**src/rtl/vga_timing_gen.sv**
```systemverilog
// rtl/vga_timing_gen.sv - parametrised VGA raster timing generator with early pixel request
//
// Purpose:
//   Runs horizontal/vertical raster counters in the pixel clock domain. It issues an
//   early pixel request (REQ/REQ_X/REQ_Y) to the framebuffer reader. After PIPE_DLY
//   enabled stages, the matching sync, valid, position and strobe outputs line up with
//   the read data.
//
// Ports:
//   VGA_CLK      in   pixel clock, rising edge
//   VGA_RST      in   synchronous reset, active high, has priority over CLK_EN
//   CLK_EN       in   pixel enable; all state holds while low
//   REQ          out  pixel request, PIPE_DLY enabled cycles ahead of valid
//   REQ_X/REQ_Y  out  column/row of the request, 0 when REQ=0
//   VGA_HS/VS    out  syncs, asserted level set by HS_POL/VS_POL
//   valid        out  active-video flag
//   X/Y          out  active column/row, 0 when valid=0
//   frame_start  out  strobe on pixel (0,0)
//   line_start   out  strobe on X=0 of every active line
//   frame_cnt    out  completed frames (counter only when VGA_TIMING_FRAME_CNT_EN is defined)
//
// Build option: VGA_TIMING_FRAME_CNT_EN enables the 16-bit frame counter.

module vga_timing_gen #(
  parameter int P_WIDTH  = 11,
  parameter int H_ACT    = 640,
  parameter int H_FRONT  = 16,
  parameter int H_SYNC   = 96,
  parameter int H_BACK   = 48,
  parameter int V_ACT    = 480,
  parameter int V_FRONT  = 10,
  parameter int V_SYNC   = 2,
  parameter int V_BACK   = 33,
  parameter bit HS_POL   = 1'b0,
  parameter bit VS_POL   = 1'b0,
  parameter int PIPE_DLY = 2
) (
  input  logic               VGA_CLK,
  input  logic               VGA_RST,
  input  logic               CLK_EN,
  output logic               REQ,
  output logic [P_WIDTH-1:0] REQ_X,
  output logic [P_WIDTH-1:0] REQ_Y,
  output logic               VGA_HS,
  output logic               VGA_VS,
  output logic               valid,
  output logic [P_WIDTH-1:0] X,
  output logic [P_WIDTH-1:0] Y,
  output logic               frame_start,
  output logic               line_start,
  output logic [15:0]        frame_cnt
);

  localparam int H_TOTAL = H_SYNC + H_BACK + H_ACT + H_FRONT;
  localparam int V_TOTAL = V_SYNC + V_BACK + V_ACT + V_FRONT;

  localparam logic [P_WIDTH-1:0] H_LAST     = P_WIDTH'(H_TOTAL - 1);
  localparam logic [P_WIDTH-1:0] V_LAST     = P_WIDTH'(V_TOTAL - 1);
  localparam logic [P_WIDTH-1:0] H_ACT_BEG  = P_WIDTH'(H_SYNC + H_BACK);
  localparam logic [P_WIDTH-1:0] H_ACT_END  = P_WIDTH'(H_SYNC + H_BACK + H_ACT - 1);
  localparam logic [P_WIDTH-1:0] V_ACT_BEG  = P_WIDTH'(V_SYNC + V_BACK);
  localparam logic [P_WIDTH-1:0] V_ACT_END  = P_WIDTH'(V_SYNC + V_BACK + V_ACT - 1);
  localparam logic [P_WIDTH-1:0] H_SYNC_END = P_WIDTH'(H_SYNC);
  localparam logic [P_WIDTH-1:0] V_SYNC_END = P_WIDTH'(V_SYNC);

  // Delay-line word: {hs_active, vs_active, valid, x, y, frame_start, line_start}
  localparam int W_DLY = 5 + 2 * P_WIDTH;

  logic [P_WIDTH-1:0] r_cnt_h;
  logic [P_WIDTH-1:0] r_cnt_v;

  always_ff @(posedge VGA_CLK) begin
    if (VGA_RST) begin
      r_cnt_h <= '0;
      r_cnt_v <= '0;
    end else if (CLK_EN) begin
      if (r_cnt_h == H_LAST) begin
        r_cnt_h <= '0;
        if (r_cnt_v == V_LAST) r_cnt_v <= '0;
        else                   r_cnt_v <= r_cnt_v + 1'b1;
      end else begin
        r_cnt_h <= r_cnt_h + 1'b1;
      end
    end
  end

  // Decode of the current counter value; captured into stage 0 on the next enabled edge.
  logic               w_req;
  logic [P_WIDTH-1:0] w_req_x;
  logic [P_WIDTH-1:0] w_req_y;
  logic               w_hs_act;
  logic               w_vs_act;
  logic               w_line;
  logic               w_frame;

  assign w_req    = (r_cnt_h >= H_ACT_BEG) && (r_cnt_h <= H_ACT_END) &&
                    (r_cnt_v >= V_ACT_BEG) && (r_cnt_v <= V_ACT_END);
  assign w_req_x  = w_req ? (r_cnt_h - H_ACT_BEG) : '0;
  assign w_req_y  = w_req ? (r_cnt_v - V_ACT_BEG) : '0;
  assign w_hs_act = (r_cnt_h < H_SYNC_END);
  assign w_vs_act = (r_cnt_v < V_SYNC_END);
  assign w_line   = w_req && (w_req_x == '0);
  assign w_frame  = w_line && (w_req_y == '0);

  logic               r_req;
  logic [P_WIDTH-1:0] r_req_x;
  logic [P_WIDTH-1:0] r_req_y;
  logic               r_hs0;
  logic               r_vs0;
  logic               r_ls0;
  logic               r_fs0;

  // Syncs are kept as active-high "asserted" bits internally so that a flushed
  // (all-zero) pipeline always maps to the inactive output level.
  always_ff @(posedge VGA_CLK) begin
    if (VGA_RST) begin
      r_req   <= 1'b0;
      r_req_x <= '0;
      r_req_y <= '0;
      r_hs0   <= 1'b0;
      r_vs0   <= 1'b0;
      r_ls0   <= 1'b0;
      r_fs0   <= 1'b0;
    end else if (CLK_EN) begin
      r_req   <= w_req;
      r_req_x <= w_req_x;
      r_req_y <= w_req_y;
      r_hs0   <= w_hs_act;
      r_vs0   <= w_vs_act;
      r_ls0   <= w_line;
      r_fs0   <= w_frame;
    end
  end

  assign REQ   = r_req;
  assign REQ_X = r_req_x;
  assign REQ_Y = r_req_y;

  logic [W_DLY-1:0] w_s0;
  logic [W_DLY-1:0] w_out;

  assign w_s0 = {r_hs0, r_vs0, r_req, r_req_x, r_req_y, r_fs0, r_ls0};

  generate
    if (PIPE_DLY == 0) begin : g_no_dly
      assign w_out = w_s0;
    end else begin : g_dly
      logic [W_DLY-1:0] r_dly [PIPE_DLY];

      always_ff @(posedge VGA_CLK) begin
        if (VGA_RST) begin
          for (int i = 0; i < PIPE_DLY; i++) r_dly[i] <= '0;
        end else if (CLK_EN) begin
          r_dly[0] <= w_s0;
          for (int i = 1; i < PIPE_DLY; i++) r_dly[i] <= r_dly[i-1];
        end
      end

      assign w_out = r_dly[PIPE_DLY-1];
    end
  endgenerate

  logic w_hs_d;
  logic w_vs_d;

  assign {w_hs_d, w_vs_d, valid, X, Y, frame_start, line_start} = w_out;

  assign VGA_HS = w_hs_d ? HS_POL : ~HS_POL;
  assign VGA_VS = w_vs_d ? VS_POL : ~VS_POL;

`ifdef VGA_TIMING_FRAME_CNT_EN
  logic [15:0] r_frame_cnt;

  // Gated by CLK_EN because the strobe stays high across disabled cycles.
  always_ff @(posedge VGA_CLK) begin
    if (VGA_RST)                      r_frame_cnt <= 16'd0;
    else if (CLK_EN && frame_start)   r_frame_cnt <= r_frame_cnt + 16'd1;
  end

  assign frame_cnt = r_frame_cnt;
`else
  assign frame_cnt = 16'd0;
`endif

endmodule

```
**config.mk**
```make
export PLATFORM = sky130hd
export DESIGN_NAME = vga_timing_gen
export DESIGN_NICKNAME = d
export VERILOG_FILES = /design/src/rtl/vga_timing_gen.sv
export SDC_FILE = /design/constraint.sdc
export NUM_CORES = 1
export LEC_CHECK = 0
export CORE_MARGIN = 2
export CORE_UTILIZATION = 54
export CTS_CLUSTER_DIAMETER = 30
export DETAILED_ROUTE_END_ITERATION = 7
export PLACE_DENSITY = 0.79
export SLEW_MARGIN = 20
export SYNTH_ARGS = -nofsm -noshare
export SYNTH_HDL_FRONTEND = slang
export SYNTH_SLANG_ARGS = --single-unit
```
**constraint.sdc**
```tcl
create_clock -name VGA_CLK -period 2.4 [get_ports VGA_CLK]
set_input_delay 0.48 -clock VGA_CLK [delete_from_list [all_inputs] [get_ports VGA_CLK]]
set_output_delay 0.48 -clock VGA_CLK [all_outputs]
set_load 0.05 [all_outputs]
```
# --- After elaboration in Yosys (flattened, before gate mapping) ---
# Memories as Yosys holds them, arrays and structs flattened.
# Index checks and enable logic that the tools add are counted.
classes:
  n_lt_le_gt_ge: 6
  mux: 13
  n_reduce_logical: 8
  add_sub_neg: 4
  bitwise: 2
  eq_ne: 2
ops:
  columns: ["operator", "count"]
  rows:
  - ["two-way mux 27 bit", 2]
  - ["two-way mux 11 bit", 4]
  - ["adder 11 x 1 -> 11 bit, second input constant", 2]
  - ["equality test 11 x 10 -> 1 bit, second input constant", 2]
  - ["<= comparator 11 x 10 -> 1 bit, second input constant", 2]
  - ["zero test 11 bit", 2]
  - [">= comparator 11 x 6 -> 1 bit, second input constant", 1]
  - [">= comparator 11 x 8 -> 1 bit, second input constant", 1]
  - ["less-than comparator 11 x 2 -> 1 bit, second input constant", 1]
  - ["less-than comparator 11 x 7 -> 1 bit, second input constant", 1]
  - ["subtractor 11 x 6 -> 11 bit, second input constant", 1]
  - ["subtractor 11 x 8 -> 11 bit, second input constant", 1]
  - ["two-way mux 1 bit", 7]
  - ["logical AND 1 bit", 5]
  - ["OR 1 bit", 2]
  - ["AND reduction 2 bit", 1]
word_totals:
  word_cells: 45
  input_bits: 3
  output_inout_bits: 66
  n_memories: 1
  ff_bits: 49
  ramBits: 54
mem_list:
  columns: ["name", "words", "word_bits", "read_ports", "rd_ports_with_merged_regs", "wr", "line_no", "text"]
  rows:
  - ["g_dly.r_dly", 2, 27, 2, 0, 2, "148", "logic [W_DLY-1:0] r_dly [PIPE_DLY];"]

# --- Logic depth before layout (Yosys ltp) ---
# Gate-level depths: netlist of run 1.
logic_depth:
  word_depth: 8
  ltp_mapped: 8
  mapped_depth_nobuf: 7

# --- Worst setup path after synthesis of run 1 ---
# Ideal clock, no wire load.
synth_path:
  path_kind: "input -> register"
  startpoint: "in CLK_EN"
  endpoint: "mem g_dly.r_dly[0][0] in the netlist's numbering (enable)"
  setup_ps: 408
  arrival_time_ps: 1789
  path_slack_ps: 203
  path_buffers: 1
  cell_stages: 3
  cell_sequence: "nor2_1 -> clkbuf_1 -> inv_1"
synth_lines:
  columns: ["element", "line_no", "text"]
  rows:
  - ["from (decl)", "40", "input logic CLK_EN,"]
  - ["to (decl)", "148", null]

# --- Final worst setup path of run 1 ---
layout_path:
  startpoint: "reg r_cnt_h[4]"
  endpoint: "reg r_fs0"
layout_via:
  elab_chain_cells: 8
  word_cells_on_any_way: 12
  classes_between: "1 x add/sub; 2 x order compare; 2 x mux; 7 x reduce/logical"
layout_lines:
  columns: ["element", "line_no", "text"]
  rows:
  - ["from (decl)", "69", "logic [P_WIDTH-1:0] r_cnt_h;"]
  - ["from (signal assigned)", "82", "r_cnt_h <= r_cnt_h + 1'b1;"]
  - [">= comparator 11 x 8 -> 1 bit or <= comparator 11 x 10 -> 1 bit (tied branches)", "96", "assign w_req = (r_cnt_h >= H_ACT_BEG) && (r_cnt_h <= H_ACT_END) &&"]
  - ["logical AND 1 bit (2 in a row)", "96", null]
  - ["logical AND 1 bit", "97", "(r_cnt_v >= V_ACT_BEG) && (r_cnt_v <= V_ACT_END);"]
  - ["two-way mux 11 bit", "98", "assign w_req_x = w_req ? (r_cnt_h - H_ACT_BEG) : '0;"]
  - ["zero test 11 bit", "102", "assign w_line = w_req && (w_req_x == '0);"]
  - ["logical AND 1 bit", "102", null]
  - ["logical AND 1 bit *", "103", "assign w_frame = w_line && (w_req_y == '0);"]
  - ["to (signal assigned)", "131", "r_fs0 <= w_frame;"]
  - ["to (decl)", "111", "logic r_fs0;"]
# Mark *: on every way between the ends. The rest lies on a longest branch, timed or not.
# A chain may end at the register's enable or synchronous reset.

==> reports/metrics.cfg, run 1 <==
[yosys]
yosys-mux-area-fraction_pct = 0
combinational_family_with_the_most_area_after_synthesis = simple AND/OR/NAND/NOR gates
synthAdderAreaFrac_pct = 2.08
yosys.area_share.xor_xnor_pct = 4.92
yosys.cell_types.count = 58
yosys_warnings = 0
postSynth.topFlopCell = sky130_fd_sc_hd__edfxtp_1
mappedNetlistArea_um2 = 4810
synthesis.area_per_instance_um2 = 11.1
ys_seq_area_share_pct = 54.1
synthSimpleGateAreaFrac_pct = 18.5
synth_compound_area_share_pct = 10.5
ys_async_sr_fraction_pct = 0
synth_enable_flop_cells = 54
synth-seq-cells = 103
postSynthCellCount = 432

[setup_path]
crit_required_ps = 2690
r2r_end = r_fs0
r2r_slack_ps = 300
slowest_delay_ps = 440
startpoint = r_cnt_h[4]
crit_path_end = r_fs0
worst-setup-path-type = register to register
critical_path_depth = 8
critical_path_buf_inv_count = 2
cp_slowest_cell = sky130_fd_sc_hd__a2111oi_1
crit_path_cell_trace = inv_1 > ha_1 > xor2_1 > nand4bb_1 > a2111oi_1 > buf_4 > and4bb_1 > a22o_1
r2r_cells = 8
worstSetupEndpointType = register
timing.critical_path.from_type = register
cpLargestDelayFamily = compound AO/OA/AOI/OAI gates
crit_arrival_ps = 2390
path_max_fanout = 4
regToRegStartpoint = r_cnt_h[4]

[clock_tree]
cts.repair.resized = 0
clock_input_transition_at_the_sequential_cells_of_the_worst_setup_and_hold_paths_ps = 110
ctsHtreeMaxLevel = 3
tritoncts = built
worstSkewPairLatency_ps = 360
cts_made_buffers = 9
postCtsHoldBufs = 0
clockRootBuffer = sky130_fd_sc_hd__clkbuf_8
cts_num_sinks = 103
post-cts-setup-buffers = 0
cts-root-to-sink-buffers = 2

[sta]
number_of_pins_exceeding_their_max_slew_limit_in_the_final_report = 0
report.final.setup_viol = 0
finalHoldViolCount = 0
timing.fmax_mhz = 476
unrepaired_setup_endpoints_after_global_routing = no
worst_slew_pin_tran_ps = 521
totalNegativeSetupSlack_ps = 0
final.min_clock_period_ps = 2100
layout_worst_path_cycle_share_pct = 87.5
worst_slew_margin_rel_pct = 65.2
skew_ps = 16.1

[routing]
antenna_left = 0
initialDrtViolationCount = 110
number_of_detailed_routing_iterations_run_before_antenna_repair = 4
wl_um = 8270
dr_wl_cell_um = 14.5
post-route-drc-count = 0
routed_via_density = 5.20
routed-via-count = 2972

[place]
io_buffer_count = 52
dpl_cell_area_um2 = 5210
routabilityCongestion = 0.898
dpl.hpwl_um = 5790

[pwr]
total_power_mw = 3.32
total_leakage_power_nw = 2.06
ir_worst_vdd_uv = 253
power_density_nw_per_um2 = 613

[run]
maxCapViolations = 0

[final_layout]
syn_to_final_growth_pct = 12.7
finish.net_count = 469
diodes = 0
final.fill_count = 701
drive_above_1_share_pct = 9.07
postLayoutCellArea_um2 = 5420

[min_path]
hold_path_depth = 2
hold_path.class = register to register

[grt]
grt_start_max_net_pins = 59
globalRouteTotalUtil_pct = 17.6
grt_pass1_vias = 2799
grt_pass1_wl_um = 13900
antenna_violations_before_repair = 0
global_route_overflow = 0

[floorplan]
core.rowCount = 34
core_area_um2 = 8680
die_height_um = 98.4
i_o_pin_total = 69
die-width_um = 98.4
floorplan.initialDensity_pct = 55.4
die_area_um2 = 9670

[outcome]
status = finished, final reports clean

## through the flow
step / utilization (%) / std cells / setup slack (ps) / hold WS, ps
2_1_floorplan: - / 447 / 203 / 407
3_3_place_gp: 60.1 / 555 / 186 / 423
3_5_place_dp: 60.1 / 555 / 121 / 446
4_1_cts: 62.4 / 571 / 289 / 462
5_1_grt: 62.4 / 571 / 121 / 511
6_report: 62.4 / 571 / 301 / 464
## synth_stat cells, types with 5 or more instances
master	number	area (um2)
sky130_fd_sc_hd__and2_1	59	369
sky130_fd_sc_hd__edfxtp_1	54	1620
sky130_fd_sc_hd__dfxtp_1	49	981
sky130_fd_sc_hd__buf_4	38	285
sky130_fd_sc_hd__nor2_1	26	97.6
sky130_fd_sc_hd__a22o_1	20	175
sky130_fd_sc_hd__nand2_1	20	75.1
sky130_fd_sc_hd__xnor2_1	19	166
sky130_fd_sc_hd__clkbuf_1	15	56.3
sky130_fd_sc_hd__inv_1	11	41.3
sky130_fd_sc_hd__nand4_1	9	56.3
sky130_fd_sc_hd__nor3_1	9	45.0
sky130_fd_sc_hd__ha_1	8	100
sky130_fd_sc_hd__xor2_1	8	70.1
sky130_fd_sc_hd__o21ai_0	7	35.0
sky130_fd_sc_hd__buf_2	6	30.0
sky130_fd_sc_hd__a21oi_1	5	25.0
sky130_fd_sc_hd__buf_6	5	56.3
sky130_fd_sc_hd__nand2b_1	5	31.3
## cell type report
type	instances	area (um2)	area share [%]
timing repair buffer	64	636	11.7
multi-input combinational	269	1800	33.2
clock buffer	10	128	2.36
sequential	103	2600	48.0
clock inverter	6	77.6	1.43
inverter	11	41.3	0.762
tap	108	135	2.49
## logic make-up after synthesis
logic type                 after synthesis
AOI/OAI and AO/OA                       62
xor gates and xnor gates                27
adders and majority gates                8
buffers and inverters                   75
DFF                                    103
other                                    1
and+or+nand+nor                        156
## worst min-delay path: stages, from the launching register on
cell and delay (ps):
sky130_fd_sc_hd__dfxtp_1 330, sky130_fd_sc_hd__nand2_1 60, sky130_fd_sc_hd__nand2_1 40
## sequential cells by signal, summed over array words and instances (netlist names)
name,count
REQ,1
r_fs0,1
REQ_Y,11
r_cnt_v,11
r_cnt_h,11
r_vs0,1
REQ_X,11
r_hs0,1
g_dly.r_dly,54
r_ls0,1
## worst min path at each step
stage               startpoint    end  slack, ps
floorplan                r_vs0  r_vs0        410
CTS                      r_vs0  r_vs0        460
finish                   r_vs0  r_vs0        460
detailed placement       r_vs0  r_vs0        450
global route             r_vs0  r_vs0        510
global placement         r_vs0  r_vs0        420
## power breakdown
| group | internal (mW) | switching, mW | total [mW] |
|---|---|---|---|
| sequential | 1.90 | 0.0187 | 1.92 |
| combinational | 0.0707 | 0.213 | 0.284 |
| clock | 0.502 | 0.614 | 1.12 |
## metal layers
layer	wire (um)	up-vias	share of wire (%)	global-route usage, %
met5	0	-	0	0
met4	78	0	0.94	5.80
met3	329	8	4.0	2.29
met2	3950	75	48	28.3
met1	3910	1381	47	24.8
li1	-	1508	-	-
## layout by cell type, fill, tap and decap left out, drive strengths merged, types with 3 or more instances in the layout
master / Yosys / routed
and3: 3 / 3
nor2b: 3 / 3
nor3: 11 / 11
a21oi: 5 / 5
buf: 49 / 12
clkdlybuf4s50: 0 / 52
edfxtp: 54 / 54
ha: 8 / 8
conb: 1 / 16
nor4: 4 / 4
a22o: 21 / 21
dfxtp: 49 / 49
nor2: 27 / 27
nand2b: 5 / 5
and4: 3 / 3
inv: 11 / 13
nand2: 20 / 20
nand3: 4 / 4
and2: 59 / 59
xor2: 8 / 8
o21ai: 7 / 7
a32o: 5 / 5
xnor2: 19 / 19
clkbuf: 15 / 10
nand4: 9 / 9
(Power assumes the default switching activity.)
==> run 2: changes to the inputs <==
--- a/config.mk
+++ b/config.mk
@@ -5,11 +5,13 @@
 export SDC_FILE = /design/constraint.sdc
 export NUM_CORES = 1
 export LEC_CHECK = 0
+export CORE_ASPECT_RATIO = 0.6
 export CORE_MARGIN = 2
 export CORE_UTILIZATION = 54
 export CTS_CLUSTER_DIAMETER = 30
 export DETAILED_ROUTE_END_ITERATION = 7
 export PLACE_DENSITY = 0.79
+export SKIP_CTS_REPAIR_TIMING = 1
 export SLEW_MARGIN = 20
 export SYNTH_ARGS = -nofsm -noshare
 export SYNTH_HDL_FRONTEND = slang
==> run 2 against run 1 <==
Net effect:
- combinational power up 1%
- critical path depth down 1
- final area up 1.7%
- routed wire length up 3.5%
- critical endpoint is now REQ_Y[5]
==> reports/metrics.cfg, run 2 (synthesis gave the netlist of run 1 again) <==
[place]
routabilityCongestion = 0.941  ; +4.7%
io_buffer_count = 52  ; unchanged
dpl.hpwl_um = 6070  ; +4.9%

[setup_path]
timing.critical_path.from_type = register
path_max_fanout = 22  ; +18
worst-setup-path-type = register to register
worstSetupEndpointType = register
crit_required_ps = 2690  ; about the same
crit_arrival_ps = 2430  ; +40 ps
r2r_cells = 7  ; -1

[clock_tree]
cts_made_buffers = 9  ; unchanged
clock_input_transition_at_the_sequential_cells_of_the_worst_setup_and_hold_paths_ps = 70  ; -40 ps
tritoncts = built
cts_num_sinks = 103  ; unchanged
ctsHtreeMaxLevel = 3  ; unchanged
cts-root-to-sink-buffers = 2  ; unchanged
worstSkewPairLatency_ps = 340  ; -20 ps
clockRootBuffer = sky130_fd_sc_hd__clkbuf_16

[sta]
number_of_pins_exceeding_their_max_slew_limit_in_the_final_report = 0  ; unchanged
worst_slew_margin_rel_pct = 66.5  ; +1.3 points
worst_slew_pin_tran_ps = 501  ; -19.7 ps
unrepaired_setup_endpoints_after_global_routing = no
totalNegativeSetupSlack_ps = 0  ; unchanged
report.final.setup_viol = 0  ; unchanged
finalHoldViolCount = 0  ; unchanged
skew_ps = 8.02  ; -8.11 ps
layout_worst_path_cycle_share_pct = 89.1  ; +1.7 points
timing.fmax_mhz = 467  ; -1.9%
final.min_clock_period_ps = 2140  ; +40.4 ps

[final_layout]
diodes = 0  ; unchanged
post-route-util_pct = 64.2  ; +1.7 points
syn_to_final_growth_pct = 14.6
final.fill_count = 657  ; -6.3%
final_common_cell = sky130_fd_sc_hd__and2_1
largest_register_ffs = 54  ; unchanged
most-common-layout-cells = sky130_fd_sc_hd__and2_1 (59), sky130_fd_sc_hd__edfxtp_1 (54), sky130_fd_sc_hd__clkdlybuf4s50_1 (52)
drive_above_1_share_pct = 9.09  ; +0.020 points
largest_register = g_dly.r_dly
finish.net_count = 468  ; -0.21%

[grt]
grt_pass1_vias = 2753  ; -1.6%
grt_pass1_wl_um = 14200  ; +2.5%
antenna_violations_before_repair = 0  ; unchanged
grt_start_max_net_pins = 59  ; unchanged
global_route_overflow = 0  ; unchanged
globalRouteTotalUtil_pct = 18.6  ; +1.1 points

[outcome]
status = finished, final reports clean

[floorplan]
core_area_um2 = 8590  ; -1.0%
core.rowCount = 26  ; -24%
i_o_pin_total = 69  ; unchanged
die-width_um = 126  ; +28%
die_height_um = 77.1  ; -22%
die_area_um2 = 9700  ; +0.26%
floorplan.initialDensity_pct = 56.0  ; +0.58 points

[pwr]
power_density_nw_per_um2 = 671  ; +9.4%
total_leakage_power_nw = 2.10  ; +1.9%
ir_worst_vdd_uv = 331  ; +31%

[routing]
initialDrtViolationCount = 389  ; +250%
antenna_left = 0  ; unchanged
number_of_detailed_routing_iterations_run_before_antenna_repair = 6  ; +2
wl_um = 8560  ; +3.5%
routed-via-count = 3099  ; +4.3%
post-route-drc-count = 0  ; unchanged
dr_wl_cell_um = 14.9  ; +3.0%
routed_via_density = 5.40  ; +3.7%

[min_path]
hold_path.class = register to register
hold_path_depth = 2  ; unchanged

[run]
maxCapViolations = 0  ; unchanged

-- run 2: cell types whose count changed in the layout (fill, tap and decap cells not counted), sizes merged --
cell / previous run / this run
clkbuf: 10 / 9
buf: 12 / 11
inv: 13 / 14
-- run 2: path summary, 6_finish.rpt --
kind	from	slack, ps	endpoint
min reg2reg	r_vs0	470	r_vs0
max reg2reg	r_cnt_h[0]	260	REQ_Y[5]
min	r_vs0	470	r_vs0
max	r_cnt_h[0]	260	REQ_Y[5]
-- run 2: routing by layer --
layer | vias to the layer above | GRT usage, % | wire length, um
li1 | 1514 | - | -
met1 | 1412 | 28.0 | 4030
met2 | 157 | 25.5 | 3560
met3 | 16 | 6.91 | 872
met4 | 0 | 4.18 | 95
met5 | - | 0 | 0
-- run 2: power by group --
part / internal [mW] / switching, mW / total (mW)
logic: 0.0693 / 0.219 / 0.288
clock network: 0.830 / 0.659 / 1.49
registers: 1.91 / 0.0163 / 1.92
-- run 2: critical path, stage by stage (launching register included) --
cell and delay, ps:
sky130_fd_sc_hd__dfxtp_1 440, sky130_fd_sc_hd__ha_1 310, sky130_fd_sc_hd__and4b_1 330, sky130_fd_sc_hd__nand4_1 130, sky130_fd_sc_hd__a221o_1 390, sky130_fd_sc_hd__nor2_4 150, sky130_fd_sc_hd__buf_12 170, sky130_fd_sc_hd__a32o_1 160
-- run 2: cell type report --
cell class | count | area, um2 | share of cell area (%)
multi-input combinational | 269 | 1800 | 32.6
sequential | 103 | 2600 | 47.2
clock inverter | 7 | 87.6 | 1.59
timing repair buffer | 63 | 616 | 11.2
clock buffer | 9 | 225 | 4.09
inverter | 11 | 41.3 | 0.749
tap | 112 | 140 | 2.54
-- run 2: stage by stage --
| step | hold slack (ps) | instances | worst slack [ps] | instance area, um2 | power, mW |
|---|---|---|---|---|---|
| finish | 466 | 574 | 260 | 5510 | 3.70 |
| global placement | 423 | 558 | 140 | 5200 | 2.24 |
| global route | 490 | 574 | 89.3 | 5510 | 3.82 |
| detailed placement | 442 | 558 | 64.4 | 5200 | 2.25 |
| floorplan | 407 | 447 | 203 | 4860 | 2.22 |
| CTS | 463 | 574 | 313 | 5510 | 3.73 |
